[src/rtl/ls_unit.sv]
// Load/store unit: one transaction at a time between execute and the data-memory port.
// Handles byte-lane placement, load extension, error detection and an optional request timeout.
module ls_unit #(
    parameter int ADDR_W  = 32,
    parameter int DATA_W  = 32,
    parameter int TIMEOUT = 0
) (
    input  logic                clk,
    input  logic                rstb,
    input  logic [ADDR_W-1:0]   rw_addr,
    input  logic                wr_en,
    input  logic                rd_en,
    input  logic [1:0]          size,
    input  logic                is_unsigned,
    input  logic [DATA_W-1:0]   wr_data,
    output logic                busy,
    output logic [DATA_W-1:0]   rd_data,
    output logic                rd_done,
    output logic                wr_done,
    output logic                err,
    output logic [1:0]          err_code,
    output logic [ADDR_W-1:0]   d_addr,
    output logic [DATA_W-1:0]   d_wr_data,
    output logic [DATA_W/8-1:0] d_wr_strb,
    output logic                d_wr_req,
    input  logic                d_wr_ready,
    output logic                d_rd_req,
    input  logic                d_rd_ready,
    input  logic [DATA_W-1:0]   d_rd_data
);

    localparam int STRB_W = DATA_W / 8;
    localparam int LANE_W = $clog2(STRB_W);

    typedef enum logic [1:0] {IDLE, REQ, RESP} state_t;

    typedef enum logic [1:0] {
        CODE_NONE    = 2'd0,
        CODE_MISALGN = 2'd1,
        CODE_ILLEGAL = 2'd2,
        CODE_TIMEOUT = 2'd3
    } code_t;

    state_t              state_q, state_d;
    logic [ADDR_W-1:0]   addr_q, addr_d;
    logic [DATA_W-1:0]   wdata_q, wdata_d;
    logic [STRB_W-1:0]   strb_q, strb_d;
    logic [LANE_W-1:0]   lane_q, lane_d;
    logic [1:0]          size_q, size_d;
    logic                uns_q, uns_d;
    logic                is_wr_q, is_wr_d;
    logic                err_q, err_d;
    code_t               code_q, code_d;
    logic [DATA_W-1:0]   rd_data_q, rd_data_d;
    logic [31:0]         cnt_q, cnt_d;

    logic [LANE_W-1:0]   lane;
    logic [2:0]          align_mask;
    logic                illegal;
    logic                misaligned;
    logic [STRB_W-1:0]   strb_base;
    logic [DATA_W-1:0]   rd_shifted;
    logic [DATA_W-1:0]   ext_mask;
    logic                ext_bit;
    logic [DATA_W-1:0]   load_ext;
    logic                ready;

    // NOTE: sequential state uses non-blocking assignments; reset is synchronous and active-high on rstb.
    always_ff @(posedge clk) begin
        if (rstb) begin
            state_q   <= IDLE;
            addr_q    <= '0;
            wdata_q   <= '0;
            strb_q    <= '0;
            lane_q    <= '0;
            size_q    <= '0;
            uns_q     <= 1'b0;
            is_wr_q   <= 1'b0;
            err_q     <= 1'b0;
            code_q    <= CODE_NONE;
            rd_data_q <= '0;
            cnt_q     <= '0;
        end else begin
            state_q   <= state_d;
            addr_q    <= addr_d;
            wdata_q   <= wdata_d;
            strb_q    <= strb_d;
            lane_q    <= lane_d;
            size_q    <= size_d;
            uns_q     <= uns_d;
            is_wr_q   <= is_wr_d;
            err_q     <= err_d;
            code_q    <= code_d;
            rd_data_q <= rd_data_d;
            cnt_q     <= cnt_d;
        end
    end

    // Command decode: lane position, strobe pattern and alignment requirement per size.
    always_comb begin
        lane = rw_addr[LANE_W-1:0];
        unique case (size)
            2'd0:    begin align_mask = 3'b000; strb_base = STRB_W'(8'h01); end
            2'd1:    begin align_mask = 3'b001; strb_base = STRB_W'(8'h03); end
            2'd2:    begin align_mask = 3'b011; strb_base = STRB_W'(8'h0F); end
            default: begin align_mask = 3'b111; strb_base = STRB_W'(8'hFF); end
        endcase
        illegal    = (wr_en && rd_en) || (size == 2'd3 && DATA_W == 32);
        misaligned = |(rw_addr[2:0] & align_mask);
    end

    // Load path: bring the addressed bytes down to bit 0, then extend to full width.
    always_comb begin
        rd_shifted = d_rd_data >> {lane_q, 3'b000};
        unique case (size_q)
            2'd0:    begin ext_mask = DATA_W'(8'hFF);         ext_bit = rd_shifted[7];  end
            2'd1:    begin ext_mask = DATA_W'(16'hFFFF);      ext_bit = rd_shifted[15]; end
            2'd2:    begin ext_mask = DATA_W'(32'hFFFF_FFFF); ext_bit = rd_shifted[31]; end
            default: begin ext_mask = '1;                     ext_bit = 1'b0;           end
        endcase
        load_ext = (rd_shifted & ext_mask) | ({DATA_W{ext_bit & ~uns_q}} & ~ext_mask);
    end

    always_comb begin
        state_d   = state_q;
        addr_d    = addr_q;
        wdata_d   = wdata_q;
        strb_d    = strb_q;
        lane_d    = lane_q;
        size_d    = size_q;
        uns_d     = uns_q;
        is_wr_d   = is_wr_q;
        err_d     = err_q;
        code_d    = code_q;
        rd_data_d = rd_data_q;
        cnt_d     = cnt_q;
        ready     = is_wr_q ? d_wr_ready : d_rd_ready;

        unique case (state_q)
            IDLE: begin
                if (wr_en || rd_en) begin
                    is_wr_d = wr_en;
                    cnt_d   = '0;
                    if (illegal || misaligned) begin
                        state_d = RESP;
                        err_d   = 1'b1;
                        code_d  = illegal ? CODE_ILLEGAL : CODE_MISALGN;
                        if (!wr_en) rd_data_d = '0;
                    end else begin
                        state_d = REQ;
                        err_d   = 1'b0;
                        code_d  = CODE_NONE;
                        addr_d  = {rw_addr[ADDR_W-1:LANE_W], {LANE_W{1'b0}}};
                        wdata_d = wr_data << {lane, 3'b000};
                        strb_d  = wr_en ? (strb_base << lane) : '0;
                        lane_d  = lane;
                        size_d  = size;
                        uns_d   = is_unsigned;
                    end
                end
            end
            REQ: begin
                // Ready on the final allowed cycle still wins over the timeout.
                if (ready) begin
                    state_d = RESP;
                    if (!is_wr_q) rd_data_d = load_ext;
                end else if (TIMEOUT > 0 && cnt_q == 32'(TIMEOUT - 1)) begin
                    state_d = RESP;
                    err_d   = 1'b1;
                    code_d  = CODE_TIMEOUT;
                    if (!is_wr_q) rd_data_d = '0;
                end else begin
                    cnt_d = cnt_q + 32'd1;
                end
            end
            default: state_d = IDLE;
        endcase
    end

    always_comb begin
        busy      = (state_q != IDLE);
        d_wr_req  = (state_q == REQ) && is_wr_q;
        d_rd_req  = (state_q == REQ) && !is_wr_q;
        wr_done   = (state_q == RESP) && is_wr_q;
        rd_done   = (state_q == RESP) && !is_wr_q;
        err       = (state_q == RESP) && err_q;
        err_code  = (state_q == RESP) ? code_q : CODE_NONE;
        rd_data   = rd_data_q;
        d_addr    = addr_q;
        d_wr_data = wdata_q;
        d_wr_strb = strb_q;
    end

endmodule

[config.mk]
export PLATFORM = sky130hd
export DESIGN_NAME = ls_unit
export DESIGN_NICKNAME = d
export VERILOG_FILES = /design/src/rtl/ls_unit.sv
export SDC_FILE = /design/constraint.sdc
export NUM_CORES = 1
export LEC_CHECK = 0
export ABC_CLOCK_PERIOD_IN_PS = 2550
export CORE_MARGIN = 3
export CORE_UTILIZATION = 43
export DETAILED_ROUTE_END_ITERATION = 16
export HOLD_SLACK_MARGIN = 0.03
export PLACE_DENSITY = 0.8
export SETUP_SLACK_MARGIN = 0.15
export SYNTH_ARGS = -nofsm -noshare
export SYNTH_HDL_FRONTEND = slang
export SYNTH_SLANG_ARGS = --single-unit
[constraint.sdc]
create_clock -name clk -period 2.55 [get_ports clk]
set_input_delay 0.51 -clock clk [delete_from_list [all_inputs] [get_ports clk]]
set_output_delay 0.51 -clock clk [all_outputs]
set_load 0.05 [all_outputs]
# Yosys cells after proc, flatten, opt, wreduce, memory -nomap -nowiden
# Index checks and enable logic that the tools add are counted.
[totals] reg_bits=109 input_bits=105 output_inout_bits=108 wordCells=74
[classes] eq_ne=12 n_shift=3 mux=20 n_bitwise=8 reduce_logical=20
[op_table] op="32-bit 2-to-1 mux" count=5
[op_table] op="32-bit case mux with 2 select lines" count=2
[op_table] op="32-bit bitwise AND" count=2
[op_table] op="32-bit NOT" count=1
[op_table] op="32-bit bitwise OR" count=1
[op_table] op="32-bit by 5-bit left shift with 32-bit output" count=1
[op_table] op="32-bit by 5-bit >> shifter with 32-bit output" count=1
[op_table] op="2-bit 2-to-1 mux" count=6
[op_table] op="2-bit != test (second input constant)" count=5
[op_table] op="3-bit case mux with 3 select lines" count=1
[op_table] op="2-bit equality test (second input constant)" count=4
[op_table] op="4-bit case mux with 2 select lines" count=1
[op_table] op="2-bit by 1-bit equality test with 1-bit output (second input constant)" count=3
[op_table] op="1-bit logical AND" count=6
[op_table] op="2-bit zero test" count=3
[op_table] op="6-bit AND reduction" count=1
[op_table] op="4-bit 2-to-1 mux" count=1
[op_table] op="2-bit case mux with 2 select lines" count=1
[op_table] op="2-bit AND reduction" count=2
[op_table] op="2-bit nonzero test" count=2
[op_table] op="4-bit by 2-bit left shift with 4-bit output" count=1
[op_table] op="3-bit bitwise AND" count=1
[op_table] op="1-bit logical OR" count=3
[op_table] op="1-bit case mux with 3 select lines" count=1
[op_table] op="6 further kinds" count=8

# Depth between registers and ports, before layout
# Gate-level depths: netlist of the first run.
[depth] depth_word=8 ltp_mapped=7

# Worst setup path after synthesis of the first run
# No wires, ideal clock.
[synth_timing] kind="reg-to-output" startpoint="reg state_q[0]" endpoint="out d_rd_req" t_arrival_ns=1.647 required_ns=2.040 slack_ns=0.393 path_stages_with_launch=4 n_path_buf=1 cell_sequence="dfxtp_1 nor2b_1 clkbuf_1 nor2b_1"
[synth_via] elab_chain_len=2
[synth_lines] element="from (decl)" line="44" rtl="state_t state_q, state_d;"
[synth_lines] element="from (signal assigned)" line="84" rtl="state_q <= state_d;"
[synth_lines] element="2-bit by 1-bit equality test with 1-bit output" line="183" rtl="d_rd_req = (state_q == REQ) && !is_wr_q;"
[synth_lines] element="1-bit logical AND" line="183"
[synth_lines] element="to (decl)" line="27" rtl="output logic d_rd_req,"
# No other way between the ends.

# Worst setup path after layout of the first run
[layout_timing] startpoint="in size[1]" endpoint="reg wdata_q[15], in the netlist d_wr_data[15]"
[layout_via] elab_chain_len=7 word_cells_on_any_way=11
[layout_lines] element="from (decl)" line="13" rtl="input logic [1:0] size,"
[layout_lines] element="2-bit equality test (tied with other cells)" line="102" rtl="unique case (size)"
[layout_lines] element="3-bit case mux with 3 select lines" line="102"
[layout_lines] element="3-bit bitwise AND" line="109" rtl="misaligned = |(rw_addr[2:0] & align_mask);"
[layout_lines] element="3-bit OR reduction" line="109"
[layout_lines] element="1-bit logical OR *" line="144" rtl="if (illegal || misaligned) begin"
[layout_lines] element="1-bit NOT (no line) *"
[layout_lines] element="3-bit AND reduction (no line) *"
[layout_lines] element="to (signal assigned)" line="86" rtl="wdata_q <= wdata_d;"
[layout_lines] element="to (decl)" line="46" rtl="logic [DATA_W-1:0] wdata_q, wdata_d;"
# Every way passes the cells marked *; elsewhere a longest branch is shown, timed or not.
# A chain may end at the register's enable or synchronous reset.

==> flow_summary.json, run 1 <==
{
  "path_class": "in2reg",
  "max_stage_delay_ps": 530,
  "synth.avg_cell_area_um2": 8.23,
  "ff_latch_area_um2": 2180,
  "firstDrtPassIters": 5,
  "p_int_uw": 3190,
  "seq_area_frac_synth_pct": 42.5,
  "wire_per_inst_um": 17.6,
  "ys_types": 48,
  "wirelength_um": 17100,
  "tightest_slew_ps": 1030,
  "timing.rr.start": "state_q[0]",
  "postPlaceCellArea_um2": 7490,
  "grt_max_degree": 68,
  "p_sw_share_pct": 28.4,
  "yosys_warnings": 0,
  "insertion_delay_ps": 350,
  "postSynthCellCount": 623,
  "antenna_left": 0,
  "cts_root_buf": "clkbuf_16",
  "status": "complete, no violations",
  "synthArstFlopShare_pct": 0,
  "dieArea_um2": 13300,
  "setup_viol": 0,
  "peakVddDrop_mv": 0.340,
  "comb_power_share_pct": 23.2,
  "gp_congestion": 0.901,
  "path_delay_family": "compound AO/OA/AOI/OAI gates",
  "p_leak_uw": 0.00278,
  "multi_input_area_um2": 2700,
  "synth_enable_flop_cells": 0,
  "maxSlewViolCount": 0,
  "grt_pass1_wl_um": 26600,
  "antenna_found_initial": 0,
  "vias": 5416,
  "p_clk_share_pct": 36.1,
  "dp_hpwl_um": 12800,
  "start_util_pct": 44.5,
  "power_switching_uw": 1270,
  "critPathCaptureType": "register",
  "cap_violations": 0,
  "grt_pass1_vias": 5366,
  "n_antenna_cell": 0,
  "worstSetupStartpoint": "size[1]",
  "cts_max_level": 3,
  "power.density_nw_per_um2": 569,
  "drc": 0,
  "cts_tree": "built",
  "finalHoldViolCount": 0,
  "num_io_pins": 213,
  "min_path_type": "reg2reg",
  "power_frac_seq_pct": 40.8,
  "grt_overflow": 0,
  "skew_ps": 8.40,
  "portBuffers": 210,
  "cp.arrival_ps": 2620,
  "path_clk_slew_ps": 70,
  "routed_via_density": 5.58,
  "final_area_um2": 7840,
  "area_growth_pct": 52.8,
  "fin_util_pct": 68.1,
  "critPathBufInv": 2,
  "clkSinkCount": 109,
  "grt_usage_pct": 25.2,
  "rsz0062_at_grt": "no",
  "holdCritStartpoint": "d_wr_data[14]",
  "fmax_ghz": 0.424,
  "cp_slowest_cell": "a2111o_2",
  "relSlewSlack_pct": 31.5,
  "clock_path_buffers": 2,
  "numCtsBuffers": 9,
  "yosys_most_used_dff": "dfxtp_1",
  "initialDrtViolationCount": 404,
  "critical_path_required_ps": 2810,
  "post_cts_buffers": 0,
  "fp.coreArea_um2": 11500,
  "worst-path-max-fanout": 13,
  "cp_cell_sequence": "clkdlybuf4s50_1 -> a211o_4 -> a2111o_2 -> buf_4 -> or3_1 -> a21oi_1",
  "nets": 929,
  "netlist_area_um2": 5130,
  "nFillCells": 917,
  "die_x_um": 115,
  "worstSetupStartpointType": "primary input",
  "die_y_um": 115,
  "ys_ff_latch": 109,
  "finalCritPeriodShare_pct": 92.5,
  "drive_gt1_share_pct": 10.0,
  "rows": 39,
  "period_minus_slack_ps": 2360
}
[state kept, by name, summed over array words and instances (netlist names)]
register	flops
code_q	2
size_q	2
rd_data	32
lane_q	2
d_wr_data	32
d_wr_strb	4
is_wr_q	1
err_q	1
uns_q	1
d_addr	30
state_q	2
[kinds of logic (layout without fill, tap and decap cells)]
kind of cell    Yosys count  after routing  share of synthesized area, %
simple gates            237            237                          20.9
compound gates          165            165                          20.7
flops                   109            109                          42.5
buf+inv                  59            263                          4.98
mux                      51             51                          10.6
other cells               1              2                        0.0731
xor+xnor                  1              1                         0.171
[power by group through the flow]
| stage | logic [uW] | registers [uW] | clock network [uW] |
|---|---|---|---|
| final | 1030 | 1820 | 1610 |
| after floorplan | 399 | 2040 | 0 |
| after CTS | 1030 | 1820 | 1630 |
| after global routing | 1100 | 1830 | 1690 |
| after detailed placement | 1030 | 1860 | 0 |
| after global placement | 1010 | 1850 | 0 |
[layout by cell type, fill, tap and decap left out, types with 6 or more instances in the layout]
cell / netlist / routed
nand3b_1: 17 / 17
o41ai_1: 16 / 16
o211ai_1: 9 / 9
a211oi_1: 8 / 8
mux2_2: 17 / 17
mux2i_1: 33 / 33
nand3_1: 11 / 11
dfxtp_1: 109 / 109
buf_4: 2 / 33
nor2_1: 43 / 43
clkbuf_16: 0 / 9
or3_1: 6 / 6
o21ai_0: 8 / 8
nor3_1: 10 / 10
a21oi_1: 92 / 92
o2111ai_1: 9 / 9
clkdlybuf4s50_1: 0 / 201
nor2b_1: 6 / 6
nand2_1: 126 / 126
a22o_1: 8 / 8
[tightest hold or removal path, stage by stage (launching register included)]
cell,delay (ps)
dfxtp_1,310
nand2_1,50
a21oi_1,50
[area by class of cell]
class / count / share of cell area (%)
Sequential cell: 109 / 27.8
Multi-Input combinational cell: 456 / 34.5
Clock buffer: 10 / 3.05
Tap cell: 143 / 2.28
Timing Repair Buffer: 245 / 30.8
Clock inverter: 5 / 1.37
Inverter: 3 / 0.144
[worst paths after layout]
| kind | endpoint | slack, ps | depth (start not counted) |
|---|---|---|---|
| setup / recovery | d_wr_data[15] | 190 | 6 |
| hold / removal | d_wr_data[14] | 450 | 2 |
| setup reg to reg | rd_data[15] | 420 | 4 |
| hold reg to reg | d_wr_data[14] | 450 | 2 |
[stage by stage]
step / cells / setup TNS (ps) / power (uW) / hold slack (ps) / worst slack (ps)
after floorplan: 624 / 0 / 2430 / 444 / 393
final: 971 / 0 / 4460 / 455 / 192
after global placement: 956 / -807 / 2870 / 438 / -44.3
after global routing: 971 / 0 / 4620 / 470 / 157
after CTS: 971 / 0 / 4480 / 457 / 166
after detailed placement: 956 / -3230 / 2890 / 447 / -117
[cells in the mapped netlist (3+ instances only)]
cell / count / area, um^2
a211oi_1: 8 / 60.1
a21oi_1: 92 / 460
a22o_1: 8 / 70.1
and2_1: 5 / 31.3
buf_2: 9 / 45.0
clkbuf_1: 41 / 154
dfxtp_1: 109 / 2180
mux2_2: 17 / 191
mux2i_1: 33 / 330
nand2_1: 126 / 473
nand2b_1: 3 / 18.8
nand3_1: 11 / 55.1
nand3b_1: 17 / 128
nor2_1: 43 / 161
nor2b_1: 6 / 37.5
nor3_1: 10 / 50.1
o2111ai_1: 9 / 78.8
o211ai_1: 9 / 67.6
o21ai_0: 8 / 40.0
o41ai_1: 16 / 140
or3_1: 6 / 37.5
or3_2: 4 / 30.0
[metal layers]
layer	wire, um	GRT usage (%)
met1	6570	28.6
met2	8270	43.2
met3	1810	9.63
met4	445	9.15
met5	0	0
[repair_timing]
item,4_1_cts,5_1_grt
gates resized for setup,5,6
setup endpoints to repair,5,5
hold buffers,0,0
Power figures use the tool's default switching activity.
==> run 2, diff against run 1 <==
==> config.mk (replaced) <==
export PLATFORM = sky130hd
export DESIGN_NAME = ls_unit
export DESIGN_NICKNAME = d
export VERILOG_FILES = /design/src/rtl/ls_unit.sv
export SDC_FILE = /design/constraint.sdc
export NUM_CORES = 1
export LEC_CHECK = 0
export ABC_AREA = 1
export ABC_CLOCK_PERIOD_IN_PS = 2550
export CORE_MARGIN = 3
export CORE_UTILIZATION = 44
export DETAILED_ROUTE_END_ITERATION = 16
export HOLD_SLACK_MARGIN = 0.03
export PLACE_DENSITY = 0.81
export SETUP_SLACK_MARGIN = 0.4
export SYNTH_ARGS = -nofsm -noshare
export SYNTH_HDL_FRONTEND = slang
export SYNTH_SLANG_ARGS = --single-unit
==> flow_summary.json, run 2 <==
{
  "period_minus_slack_ps": 2060,
  "rows": 39,
  "synth.avg_cell_area_um2": 7.20,
  "synth_area_leaders": "dfxtp_1 (40%), nand2_1 (9.5%), nor2_1 (9.1%)",
  "skew_ps": 11.1,
  "clock_path_buffers": 2,
  "postSynthCellCount": 755,
  "cts_max_level": 3,
  "nFillCells": 1023,
  "antenna_found_initial": 0,
  "die_y_um": 117,
  "power.density_nw_per_um2": 683,
  "wirelength_um": 16700,
  "cp_slowest_cell": "clkdlybuf4s50_1",
  "wire_per_inst_um": 15.1,
  "comb_power_share_pct": 35.5,
  "nets": 1041,
  "start_util_pct": 46.2,
  "portBuffers": 210,
  "tightest_slew_ps": 674,
  "setup_ws_ps": 492,
  "r2r-end": "rd_data[24]",
  "critPathCaptureType": "output pin",
  "power_frac_seq_pct": 37.0,
  "p_clk_share_pct": 27.4,
  "grt_overflow": 0,
  "seq_area_frac_synth_pct": 40.1,
  "routed_via_density": 5.17,
  "max_stage_delay_ps": 830,
  "yosys.area.top_type_share_pct": 40.1,
  "min_path_type": "reg2reg",
  "cts_root_buf": "clkbuf_16",
  "peakVddDrop_mv": 0.361,
  "grt_max_degree": 76,
  "p_int_uw": 3370,
  "finalCritPeriodShare_pct": 80.7,
  "hold_depth": 2,
  "yosysTopAreaCell": "dfxtp_1",
  "cp.arrival_ps": 1550,
  "path_clk_slew_ps": 80,
  "yosysMostFrequentCell": "nand2_1",
  "timing.rr.start": "lane_q[0]",
  "maxSlewViolCount": 0,
  "path_delay_family": "buffers and inverters",
  "n_antenna_cell": 0,
  "reg2reg_slack_ps": 610,
  "cap_violations": 0,
  "num_io_pins": 213,
  "power_switching_uw": 1990,
  "grt_usage_pct": 23.6,
  "ys_types": 39,
  "p_sw_share_pct": 37.1,
  "layout_commonest_cell": "clkdlybuf4s50_1",
  "status": "complete, no violations",
  "finalHoldViolCount": 0,
  "p_leak_uw": 0.00318,
  "worstSetupStartpointType": "register",
  "fp.coreArea_um2": 11800,
  "antenna_left": 0,
  "firstDrtPassIters": 5,
  "fin_util_pct": 66.8,
  "finalSetupTns_ps": 0,
  "area_growth_pct": 44.5,
  "relSlewSlack_pct": 55.0,
  "path_class": "reg2out",
  "ys_ff_latch": 109,
  "gp_congestion": 0.947,
  "most-common-layout-cells": "clkdlybuf4s50_1 (202), nand2_1 (138), nor2_1 (132)",
  "pre_cts_ws_ps": 74.6,
  "worst-path-max-fanout": 2,
  "drc": 0,
  "drive_gt1_share_pct": 10.3,
  "synthArstFlopShare_pct": 0,
  "rsz0062_at_grt": "yes",
  "yosys_warnings": 0,
  "grt_pass1_wl_um": 25700,
  "initialDrtViolationCount": 443,
  "cp_cell_sequence": "clkdlybuf4s50_1",
  "fmax_ghz": 0.486,
  "critPathBufInv": 1,
  "holdCritStartpoint": "code_q[0]",
  "numCtsBuffers": 9,
  "yosys-top-cells-count": "nand2_1 (138), nor2_1 (132), dfxtp_1 (109)",
  "critical_path_required_ps": 2040,
  "yosys_most_used_dff": "dfxtp_1",
  "setup_viol": 0,
  "whs_endpoint": "code_q[0]",
  "reg2reg_depth": 9,
  "die_x_um": 117,
  "netlist_area_um2": 5440,
  "synth_enable_flop_cells": 0,
  "grt_pass1_vias": 5175,
  "cts_tree": "built",
  "dp_hpwl_um": 12200,
  "vias": 5717,
  "clkSinkCount": 109,
  "dieArea_um2": 13700,
  "insertion_delay_ps": 340,
  "power_uw": 5370
}
## run 2: cell families after synthesis
| logic type | Yosys count | share of synthesized area, % |
|---|---|---|
| AO/OA/AOI/OAI | 213 | 24.3 |
| buffers and inverters | 95 | 8.93 |
| other | 1 | 0.0690 |
| multiplexers | 8 | 1.47 |
| AND/OR/NAND/NOR | 329 | 25.1 |
| flip-flops | 109 | 40.1 |
## run 2: tightest hold or removal path, cell delays in order (launching register included)
cell     delay [ps]
dfxtp_1         310
nand2_1          60
a21oi_1          50
## run 2: final cells by class
type                    instances  area [um^2]  area share, %
clock buffers                  11          253           3.22
flip-flops and latches        109         2180           27.8
repair buffers                227         2240           28.4
clock inverters                 5         66.3          0.844
well taps                     164          205           2.61
inverters                      37          144           1.83
multi-input cells             552         2770           35.3
## run 2: worst max path at each step
stage | cells past startpoint | slack, ps | from | endpoint
after floorplan | 5 | 480 | state_q[0] | d_rd_req
after global placement | 10 | 120 | rw_addr[0] | d_wr_strb[3]
after detailed placement | 10 | 70 | rw_addr[0] | d_wr_strb[3]
after CTS | 3 | 350 | state_q[1] | err_code[0]
after global routing | 10 | 370 | rw_addr[0] | d_wr_data[4]
final | 1 | 490 | rd_data[18] | rd_data[18]
## run 2: metal layers
metal	wire (um)	up-vias	track usage (%)	part of all wire, %
li1	-	2868	-	-
met1	6830	2568	30.4	41
met2	8070	254	38.6	48
met3	1420	27	6.38	8.5
met4	345	0	7.11	2.1
met5	0	-	0	0
## run 2: metrics by stage
stage	std cells	hold WS (ps)	area, um^2
2_1_floorplan	756	430	5440
3_3_place_gp	1088	453	7540
3_5_place_dp	1088	456	7540
4_1_cts	1105	467	7870
5_1_grt	1105	489	7860
6_report	1105	466	7860
## run 2: power groups by stage
| stage | clock (uW) | sequential (uW) | combinational [uW] |
|---|---|---|---|
| after global routing | 1560 | 2000 | 2050 |
| after floorplan | 0 | 2570 | 725 |
| after detailed placement | 0 | 2020 | 1910 |
| after CTS | 1490 | 1990 | 1910 |
| after global placement | 0 | 2020 | 1890 |
| final | 1470 | 1990 | 1910 |
## run 2: what timing repair did
action | CTS | global route
endpoints found under the setup margin | 8 | 23
hold buffers | 0 | 0
setup buffers | 1 | 0
gates resized for setup | 11 | 8
